<file path="config.mk">
export PLATFORM = sky130hd
export DESIGN_NAME = vram_port_responder_flat
export DESIGN_NICKNAME = d
export VERILOG_FILES = /design/src/rtl/vram_port_responder_if.sv /design/src/rtl/vram_port_responder.sv /design/src/flat_wrapper.sv
export SDC_FILE = /design/constraint.sdc
export NUM_CORES = 1
export LEC_CHECK = 0
export BUFFER_PORTS_ARGS = -buffer_cell sky130_fd_sc_hd__clkbuf_2
export CAP_MARGIN = 30
export CORE_MARGIN = 10
export CORE_UTILIZATION = 49
export CTS_BUF_LIST = sky130_fd_sc_hd__clkbuf_4
export DETAILED_ROUTE_END_ITERATION = 16
export PLACE_DENSITY = 0.78
export SYNTH_ARGS = -nofsm -noshare
export SYNTH_HDL_FRONTEND = slang
export SYNTH_SLANG_ARGS = --single-unit
</file>
<file path="constraint.sdc">
create_clock -name CLK21M -period 5 [get_ports CLK21M]
set_input_delay 1.25 -clock CLK21M [delete_from_list [all_inputs] [get_ports CLK21M]]
set_output_delay 1.25 -clock CLK21M [all_outputs]
set_load 0.005 [all_outputs]
</file>
<file path="src/rtl/vram_port_responder_if.sv">
// vram_port_responder_if: VDP request bus and VRAM port signals between arbiter/memory and the responder
interface vram_port_responder_if;
   logic [1:0]  DOTSTATE;
   logic [16:0] IRAMADR;
   logic [7:0]  PRAMDBO;
   logic [31:0] PRAMDBO_32;
   logic        PRAMWE_N;
   logic [1:0]  PRAM_SIZE;
   logic [7:0]  PRAMDAT;
   logic [31:0] PRAMDAT_32;
   logic        VDP_RD_VALID;
   logic        DROP_STICKY;
   logic [7:0]  DROP_COUNT;
   logic [15:0] MEM_ADDR;
   logic [15:0] MEM_DQ_OUT;
   logic        MEM_DQ_OE;
   logic        MEM_WE_N;
   logic [1:0]  MEM_BE_N;
   logic [15:0] MEM_DIN;
   modport master (
      output DOTSTATE, IRAMADR, PRAMDBO, PRAMDBO_32, PRAMWE_N, PRAM_SIZE, MEM_DIN,
      input  PRAMDAT, PRAMDAT_32, VDP_RD_VALID, DROP_STICKY, DROP_COUNT,
             MEM_ADDR, MEM_DQ_OUT, MEM_DQ_OE, MEM_WE_N, MEM_BE_N
   );
   modport slave (
      input  DOTSTATE, IRAMADR, PRAMDBO, PRAMDBO_32, PRAMWE_N, PRAM_SIZE, MEM_DIN,
      output PRAMDAT, PRAMDAT_32, VDP_RD_VALID, DROP_STICKY, DROP_COUNT,
             MEM_ADDR, MEM_DQ_OUT, MEM_DQ_OE, MEM_WE_N, MEM_BE_N
   );
endinterface

</file>
<file path="src/rtl/vram_port_responder.sv">
// vram_port_responder: executes sampled VDP requests on a 16-bit synchronous VRAM port; VRAM_RESP_DROP_COUNT_EN builds DROP_COUNT
module vram_port_responder (
   input logic                  CLK21M,
   input logic                  RESET,
   vram_port_responder_if.slave bus
);
   localparam logic [1:0] IDLE = 2'd0, BEAT0 = 2'd1, BEAT1 = 2'd2, CAPT = 2'd3;
   logic [1:0]  state_q, state_d, sz_q, sz_d, csz_q, csz_d, be_n_q, be_n_d, req_sz;
   logic        we_q, we_d, a0_q, a0_d, ca0_q, ca0_d, cap_q, cap_d;
   logic        oe_q, oe_d, we_n_q, we_n_d, valid_q, valid_d, sticky_q, sticky_d;
   logic [14:0] wa_q, wa_d;
   logic [15:0] hi_q, hi_d, lo_q, lo_d, addr_q, addr_d, dq_q, dq_d, src;
   logic [7:0]  byte_q, byte_d;
   logic [31:0] word_q, word_d;
   logic        sample, busy, take, drop, rd_last, nxt1;
   // request acceptance, beat sequencing and read capture
   always_comb begin
      sample   = bus.DOTSTATE[1] == bus.DOTSTATE[0];
      nxt1     = state_q == BEAT0 && sz_q == 2'd2;
      busy     = nxt1 || state_q == BEAT1;
      take     = sample && !busy;
      drop     = sample && busy;
      rd_last  = !we_q && (state_q == BEAT1 || (state_q == BEAT0 && sz_q != 2'd2));
      req_sz   = bus.PRAM_SIZE == 2'd3 ? 2'd0 : bus.PRAM_SIZE;
      state_d  = take ? BEAT0 : nxt1 ? BEAT1 : rd_last ? CAPT : IDLE;
      sz_d     = take ? req_sz : sz_q;
      we_d     = take ? !bus.PRAMWE_N : we_q;
      a0_d     = take ? bus.IRAMADR[0] : a0_q;
      wa_d     = take ? bus.IRAMADR[16:2] : wa_q;
      hi_d     = take ? bus.PRAMDBO_32[31:16] : hi_q;
      addr_d   = take ? (req_sz == 2'd2 ? {bus.IRAMADR[16:2], 1'b0} : bus.IRAMADR[16:1])
                      : nxt1 ? {wa_q, 1'b1} : addr_q;
      dq_d     = take ? (req_sz == 2'd0 ? {bus.PRAMDBO, bus.PRAMDBO} : bus.PRAMDBO_32[15:0])
                      : nxt1 ? hi_q : dq_q;
      be_n_d   = take ? (req_sz == 2'd0 ? (bus.IRAMADR[0] ? 2'b01 : 2'b10) : 2'b00) : be_n_q;
      we_n_d   = take ? bus.PRAMWE_N : nxt1 ? !we_q : 1'b1;
      oe_d     = !we_n_d;
      lo_d     = state_q == BEAT1 && !we_q ? bus.MEM_DIN : lo_q;
      cap_d    = rd_last;
      csz_d    = rd_last ? sz_q : csz_q;
      ca0_d    = rd_last ? a0_q : ca0_q;
      src      = csz_q == 2'd2 ? lo_q : bus.MEM_DIN;
      byte_d   = cap_q ? (ca0_q ? src[15:8] : src[7:0]) : byte_q;
      word_d   = !cap_q ? word_q : csz_q == 2'd2 ? {bus.MEM_DIN, lo_q}
               : csz_q == 2'd1 ? {16'h0, bus.MEM_DIN} : {24'h0, byte_d};
      valid_d  = cap_q;
      sticky_d = sticky_q | drop;
   end
   // state, latched request and port/result registers
   always_ff @(posedge CLK21M or posedge RESET) begin
      if (RESET) begin
         state_q  <= IDLE;
         sz_q     <= 2'd0;
         csz_q    <= 2'd0;
         we_q     <= 1'b0;
         a0_q     <= 1'b0;
         ca0_q    <= 1'b0;
         cap_q    <= 1'b0;
         wa_q     <= 15'd0;
         hi_q     <= 16'd0;
         lo_q     <= 16'd0;
         addr_q   <= 16'd0;
         dq_q     <= 16'd0;
         be_n_q   <= 2'b11;
         we_n_q   <= 1'b1;
         oe_q     <= 1'b0;
         byte_q   <= 8'd0;
         word_q   <= 32'd0;
         valid_q  <= 1'b0;
         sticky_q <= 1'b0;
      end else begin
         state_q  <= state_d;
         sz_q     <= sz_d;
         csz_q    <= csz_d;
         we_q     <= we_d;
         a0_q     <= a0_d;
         ca0_q    <= ca0_d;
         cap_q    <= cap_d;
         wa_q     <= wa_d;
         hi_q     <= hi_d;
         lo_q     <= lo_d;
         addr_q   <= addr_d;
         dq_q     <= dq_d;
         be_n_q   <= be_n_d;
         we_n_q   <= we_n_d;
         oe_q     <= oe_d;
         byte_q   <= byte_d;
         word_q   <= word_d;
         valid_q  <= valid_d;
         sticky_q <= sticky_d;
      end
   end
`ifdef VRAM_RESP_DROP_COUNT_EN
   logic [7:0] cnt_q, cnt_d;
   // saturating count of rejected sample points
   always_comb cnt_d = drop && cnt_q != 8'hFF ? cnt_q + 8'd1 : cnt_q;
   // counter register, cleared only by reset
   always_ff @(posedge CLK21M or posedge RESET) cnt_q <= RESET ? 8'd0 : cnt_d;
   assign bus.DROP_COUNT = cnt_q;
`else
   assign bus.DROP_COUNT = 8'd0;
`endif
   assign bus.MEM_ADDR     = addr_q;
   assign bus.MEM_DQ_OUT   = dq_q;
   assign bus.MEM_DQ_OE    = oe_q;
   assign bus.MEM_WE_N     = we_n_q;
   assign bus.MEM_BE_N     = be_n_q;
   assign bus.PRAMDAT      = byte_q;
   assign bus.PRAMDAT_32   = word_q;
   assign bus.VDP_RD_VALID = valid_q;
   assign bus.DROP_STICKY  = sticky_q;
endmodule
</file>
<file path="src/flat_wrapper.sv">
// flat-port wrapper written by rule: the top's interface ports become plain ports
module vram_port_responder_flat 
  (CLK21M, RESET, bus_DOTSTATE, bus_IRAMADR, bus_PRAMDBO, bus_PRAMDBO_32, bus_PRAMWE_N, bus_PRAM_SIZE, bus_MEM_DIN, bus_PRAMDAT, bus_PRAMDAT_32, bus_VDP_RD_VALID, bus_DROP_STICKY, bus_DROP_COUNT, bus_MEM_ADDR, bus_MEM_DQ_OUT, bus_MEM_DQ_OE, bus_MEM_WE_N, bus_MEM_BE_N);
  vram_port_responder_if bus_i ();
  input logic CLK21M;
  input logic RESET;
  input wire logic [$bits(bus_i.DOTSTATE)-1:0] bus_DOTSTATE;
  input wire logic [$bits(bus_i.IRAMADR)-1:0] bus_IRAMADR;
  input wire logic [$bits(bus_i.PRAMDBO)-1:0] bus_PRAMDBO;
  input wire logic [$bits(bus_i.PRAMDBO_32)-1:0] bus_PRAMDBO_32;
  input wire logic [$bits(bus_i.PRAMWE_N)-1:0] bus_PRAMWE_N;
  input wire logic [$bits(bus_i.PRAM_SIZE)-1:0] bus_PRAM_SIZE;
  input wire logic [$bits(bus_i.MEM_DIN)-1:0] bus_MEM_DIN;
  output wire logic [$bits(bus_i.PRAMDAT)-1:0] bus_PRAMDAT;
  output wire logic [$bits(bus_i.PRAMDAT_32)-1:0] bus_PRAMDAT_32;
  output wire logic [$bits(bus_i.VDP_RD_VALID)-1:0] bus_VDP_RD_VALID;
  output wire logic [$bits(bus_i.DROP_STICKY)-1:0] bus_DROP_STICKY;
  output wire logic [$bits(bus_i.DROP_COUNT)-1:0] bus_DROP_COUNT;
  output wire logic [$bits(bus_i.MEM_ADDR)-1:0] bus_MEM_ADDR;
  output wire logic [$bits(bus_i.MEM_DQ_OUT)-1:0] bus_MEM_DQ_OUT;
  output wire logic [$bits(bus_i.MEM_DQ_OE)-1:0] bus_MEM_DQ_OE;
  output wire logic [$bits(bus_i.MEM_WE_N)-1:0] bus_MEM_WE_N;
  output wire logic [$bits(bus_i.MEM_BE_N)-1:0] bus_MEM_BE_N;
  assign bus_i.DOTSTATE = bus_DOTSTATE;
  assign bus_i.IRAMADR = bus_IRAMADR;
  assign bus_i.PRAMDBO = bus_PRAMDBO;
  assign bus_i.PRAMDBO_32 = bus_PRAMDBO_32;
  assign bus_i.PRAMWE_N = bus_PRAMWE_N;
  assign bus_i.PRAM_SIZE = bus_PRAM_SIZE;
  assign bus_i.MEM_DIN = bus_MEM_DIN;
  assign bus_PRAMDAT = bus_i.PRAMDAT;
  assign bus_PRAMDAT_32 = bus_i.PRAMDAT_32;
  assign bus_VDP_RD_VALID = bus_i.VDP_RD_VALID;
  assign bus_DROP_STICKY = bus_i.DROP_STICKY;
  assign bus_DROP_COUNT = bus_i.DROP_COUNT;
  assign bus_MEM_ADDR = bus_i.MEM_ADDR;
  assign bus_MEM_DQ_OUT = bus_i.MEM_DQ_OUT;
  assign bus_MEM_DQ_OE = bus_i.MEM_DQ_OE;
  assign bus_MEM_WE_N = bus_i.MEM_WE_N;
  assign bus_MEM_BE_N = bus_i.MEM_BE_N;
  vram_port_responder u_core (.CLK21M(CLK21M), .RESET(RESET), .bus(bus_i));
endmodule
</file>
## Word-level counts from Yosys, hierarchy flattened

Cells that the tools add are included.

| storage, ports and cells | value |
|---|---|
| register bits after elaboration | 135 |
| bits of input ports | 80 |

| cells by class | value |
|---|---|
| equal/unequal tests | 9 |
| muxes and demuxes | 19 |
| bitwise operators | 1 |
| reductions and logical operators | 14 |

Operator list:

| cell | count |
|---|---|
| $mux 16 | 7 |
| $mux 32 | 1 |
| $mux 8 | 2 |
| $mux 2 | 6 |
| $eq 2x2->1 const B | 5 |
| $logic_and 1x1->1 | 6 |
| $eq 2x1->1 const B | 2 |
| $logic_not 1->1 | 4 |
| $mux 1 | 3 |
| $logic_not 2->1 | 1 |
| $logic_or 1x1->1 | 2 |
| $ne 2x2->1 const B | 1 |
| $reduce_bool 2->1 | 1 |
| $eq 1x1->1 | 1 |
| $or 1x1->1 | 1 |

## Depth between registers and ports, before layout

| depth | value |
|---|---|
| depth after elaboration | 7 |
| gate-level depth with buffers | 8 |
| depth with buffers taken out | 6 |

## Worst setup path before layout

OpenSTA, ideal clock, no wires.

| timing path | value |
|---|---|
| path type | input port to flip-flop |
| start point | in bus_PRAM_SIZE[0] |
| end point | reg u_core.dq_q[0], in the netlist u_core.bus.MEM_DQ_OUT[0] |
| library setup time | 135 ps |
| arrival time | 2286 ps |
| slack | 2578 ps |
| cell stages on the path | 7 |
| buffers on the path | 2 |
| cell sequence | inv_1 > ha_1 > clkbuf_1 > clkbuf_1 > o21ai_0 > mux2i_1 > o21ai_0 |

| on the way | value |
|---|---|
| word-level cells in the longest chain between the ends | 5 |

RTL lines:

| element | RTL line | source |
|---|---|---|
| start: declaration | flat_wrapper.sv:12 | `input wire logic [$bits(bus_i.PRAM_SIZE)-1:0] bus_PRAM_SIZE;` |
| $eq 2x2->1 | vram_port_responder.sv:24 | `req_sz = bus.PRAM_SIZE == 2'd3 ? 2'd0 : bus.PRAM_SIZE;` |
| $mux 2 * | vram_port_responder.sv:24 |  |
| $logic_not 2->1 * | vram_port_responder.sv:33 | `dq_d = take ? (req_sz == 2'd0 ? {bus.PRAMDBO, bus.PRAMDBO} : bus.PRAMDBO_32[15:0])` |
| $mux 16 * (2 in a row) | vram_port_responder.sv:33 |  |
| end signal: assignment | vram_port_responder.sv:83 | `dq_q <= dq_d;` |
| end: declaration | vram_port_responder.sv:12 | `logic [15:0] hi_q, hi_d, lo_q, lo_d, addr_q, addr_d, dq_q, dq_d, src;` |

Every way passes the cells marked *; elsewhere a longest branch is shown, timed or not.
A chain may end at the register's enable or synchronous reset.

## Worst setup path in the final report

| timing path | value |
|---|---|
| start point | reg u_core.be_n_q[0], in the netlist u_core.bus.MEM_BE_N[0] |
| end point | out bus_MEM_BE_N[0] |

RTL lines:

| element | RTL line | source |
|---|---|---|
| start: declaration | vram_port_responder.sv:8 | `logic [1:0] state_q, state_d, sz_q, sz_d, csz_q, csz_d, be_n_q, be_n_d, req_sz;` |
| start signal: assignment | vram_port_responder.sv:84 | `be_n_q <= be_n_d;` |
| end: declaration | flat_wrapper.sv:23 | `output wire logic [$bits(bus_i.MEM_BE_N)-1:0] bus_MEM_BE_N;` |

No word-level cell between the ends.

==> out/results.env <==
ASYNCSETRESETFLOPFRACSYNTH=1.00
CRITICAL-PATH-MAX-STAGE-DELAY_PS=550
YS.WARNINGS.COUNT=0
CAP_VIOLATIONS=0
SYNTH_TOP_AREA_SHARE=0.543
CRITPATHSLOWESTCELL='dfstp_2'
SYNTH_FLOP_CELL='dfrtp_1'
DRT_WL_TOTAL_MM=15.0
NNETSFINAL=827
RSZ0062_AT_GRT='false'
MAXIMUM_NUMBER_OF_PINS_ON_ONE_NET_BEFORE_GLOBAL_ROUTE_REPAIR=106
DIEAREA_UM2=17300
NETLIST.TOP_CELL.BY_AREA='dfrtp_1'
FINAL-SETUP-VIOL-COUNT=0
END_KIND='primary output'
POWER_SWITCHING_SHARE=0.363
POST_CTS_BUFFERS=0
GLOBAL_ROUTE.USAGE.TOTAL=0.173
POST-ROUTE-PERIOD-UTIL=0.494
DETAIL-ROUTE-ANTENNA-NETS=0
DETAILEDROUTE.FIRSTITERATIONVIOLATIONS=392
PLACED_CELL_AREA_UM2=6960
SEQUENTIALPOWERSHARE=0.460
HOLD_VIOL=0
TIMING.FINAL.MAX_SLEW_VIOLATIONS=0
SEQUENTIAL_SHARE_OF_THE_SYNTHESIZED_AREA=0.556
DIEHEIGHT_UM=131
WORST-SETUP-PATH-TYPE='reg2out'
SYNTH.FF_LATCH_COUNT=135
SYN_AREA_PER_CELL_UM2=10.2
GRT_PASS1_WL_MM=24.8
COUNT_OF_DIFFERENT_CELL_MASTERS_AFTER_SYNTHESIS=42
GRT-OVFL-TOTAL=0
WORSTMARGINPINSLEW_PS=920
FINAL_PERIOD_MINUS_WORST_SETUP_SLACK_PS=2470
CTS_TREE='built'
HOLD-WORST-SLACK_PS=472
VIA_PER_INST=5.23
STATUS='finished clean'
PWR-SHARE-CLK=0.179
VIAS=4845
CTS_MAX_PATH_BUFFERS=2
CLK_PIN_SLEW_PS=110
POSTCTSHOLDBUFS=0
NETLIST_TOP_CELLS_AREA='dfrtp_1, nand2_1, o21ai_0'
ROOT_BUFFER='clkbuf_4'
CORE.ROWCOUNT=40
GP_CONGESTION=0.859
FINALCLOCKSKEW_PS=18.4
CP_DATA_ARRIVAL_TIME_PS=1220
AREAGROWTHSYNTHTOFINISH_PCT=19.6
DESIGN.PORTCOUNT=166
CTS.SINKS=135
POSTSYNTHCELLCOUNT=599
CP_CELL_SEQUENCE='clkbuf_2'
N_ANTENNA_CELL=0
INTERNAL_POWER_mW=2.68
DIE_X_UM=131
IO_BUFFER_COUNT=157
TIMING.HOLD.WORST.CLASS='reg2reg'
REG2REG_SETUP_SLACK_PS=2910
MET3_WIRELENGTH_MM=1.33
TIMING.CRITICAL_PATH.FANOUT_MAX=2
WL_PER_CELL_UM=16.2
POSTCTSRESIZEDCELLS=0
GRT_PASS1_VIAS=5001
ROUTE.LAYER.MET1.WL_MM=6.53
DESIGN_AREA_UM2=7280
WORSTSKEWPAIRLATENCY_PS=540
CRIT_BUF_INV=1
TOTAL_POWER_PER_UNIT_CELL_AREA_nW_PER_UM2=578
P_LEAK_nW=3.75
ANTENNA_FOUND_INITIAL=0
DRIVE_GT1_FRAC=0.314
POWER_mW=4.21
FINAL-INSTANCE-COUNT-EXCL-FILL=926
TRITONCTS.NUM_BUFFERS=17
PRE_ANTENNA_DRT_ITERS=7
FMAXACHIEVABLE_GHz=0.405
REMAINING_DRC_ERRORS=0
INITIAL_UTILIZATION=0.503
TIMING.SLEW.HEADROOM=0.386
CP_DATA_REQUIRED_TIME_PS=3750
POST_SYNTH_INSTANCE_AREA_UM2=6090
NETSWITCHINGPOWER_mW=1.53
MET2_LAYER_WIRE_LENGTH_IN_THE_ROUTED_DESIGN_MM=6.95
NUMPLACEDINSTANCES=893
PWR-SHARE-COMB=0.361
ROUTE.TOP_LAYER_USED='met4'
CRITICAL-PATH-TOP-DELAY-FAMILY='flip-flops'
DP_HPWL_MM=11.1
NUMBER_OF_SYNTHESIZED_FLOPS_WITH_AN_ENABLE_PIN=0
NUMBER_OF_H_TREE_LEVELS=4
IRDROPWORSTVDD_uV=289
CORE-AREA_UM2=12100
TOTALNEGATIVESETUPSLACK_PS=0
CRIT_PATH_START_KIND='register'
==> per-layer routing <==
metal	vias to the layer above	track usage
met3	23	0.0663
met2	208	0.263
met5	-	0
met4	0	0.0612
li1	2286	-
met1	2328	0.221
==> power by group through the flow <==
stage / Combinational (mW) / Sequential [mW] / Clock, mW
global placement: 1.48 / 1.92 / 0
detailed placement: 1.53 / 1.95 / 0
CTS: 1.54 / 1.93 / 0.771
global route: 1.71 / 2.00 / 0.820
finish: 1.52 / 1.93 / 0.754
floorplan: 0.976 / 1.87 / 0
==> synth_stat cells, drive strengths merged, types with 5 or more instances <==
| cell | instances |
|---|---|
| nand3 | 21 |
| buf | 20 |
| nand2b | 6 |
| o21ai | 71 |
| a21oi | 10 |
| mux2 | 27 |
| a22oi | 7 |
| mux4 | 8 |
| clkbuf | 26 |
| o22ai | 5 |
| nand2 | 139 |
| inv | 44 |
| o221ai | 5 |
| dfrtp | 132 |
| nor2 | 21 |
| mux2i | 31 |
==> cell type report <==
cell class | count | area, µm²
Multi-Input combinational cell | 381 | 2350
Inverter | 44 | 170
Timing Repair Buffer | 166 | 861
Fill cell | 1053 | 4830
Clock buffer | 20 | 150
Sequential cell | 135 | 3380
Clock inverter | 12 | 154
Tap cell | 168 | 210
==> sequential cells by signal, summed over array words and instances, names as in the netlist, 8 cells and up <==
signal	count
u_core.hi_q	16
u_core.bus.MEM_DQ_OUT	16
u_core.bus.PRAMDAT_32	32
u_core.wa_q	15
u_core.bus.MEM_ADDR	16
u_core.bus.PRAMDAT	8
u_core.lo_q	16
==> placed cells by master (no fill, tap or decap), drive strengths merged, types with 2 or more instances in the layout <==
cell      instances
dfstp             3
a22oi             7
nor2             21
a21oi            10
nand3b            3
o221ai            5
a221oi            2
o22ai             5
clkinv            6
o21ai            71
nand2           139
inv              44
conb              8
dfrtp           132
nor2b             3
mux4              8
mux2i            31
clkinvlp          3
buf               9
nand2b            6
ha                2
bufinv            3
mux2             27
clkbuf          177
nand3            21
==> logic make-up (layout without fill, tap and decap cells) <==
group | Yosys count | count (layout) | synth area share
and+or+nand+nor | 198 | 198 | 0.139
muxes | 66 | 66 | 0.135
xor gates and xnor gates | 2 | 2 | 0.00288
AOI/OAI and AO/OA | 105 | 105 | 0.0968
adders and majority gates | 2 | 2 | 0.00411
other | 1 | 8 | 0.000616
DFF | 135 | 135 | 0.556
buffers and inverters | 90 | 242 | 0.0660
==> per-stage QoR <==
| step | util | setup slack (ps) |
|---|---|---|
| after floorplan | - | 144 |
| after global placement | 0.575 | 1970 |
| after detailed placement | 0.575 | 1920 |
| after CTS | 0.600 | 2470 |
| after global routing | 0.601 | 2450 |
| final | 0.601 | 2530 |
==> final timing paths <==
check                                                  endpoint  cells past startpoint                               start
max                                             bus_MEM_BE_N[0]                      1  u_core.bus.MEM_BE_N[0]$_DFFE_PP1P_
min                          u_core.bus.MEM_BE_N[1]$_DFFE_PP1P_                      2  u_core.bus.MEM_BE_N[1]$_DFFE_PP1P_
max reg2reg                          u_core.wa_q[2]$_DFFE_PP0P_                      6          u_core.sz_q[0]$_DFFE_PP0P_
min reg2reg                  u_core.bus.MEM_BE_N[1]$_DFFE_PP1P_                      2  u_core.bus.MEM_BE_N[1]$_DFFE_PP1P_
max in group asynchronous  u_core.bus.PRAMDAT_32[8]$_DFFE_PP0P_                      3                               RESET
min in group asynchronous  u_core.bus.PRAMDAT_32[9]$_DFFE_PP0P_                      2                               RESET
Power figures use the tool's default switching activity.
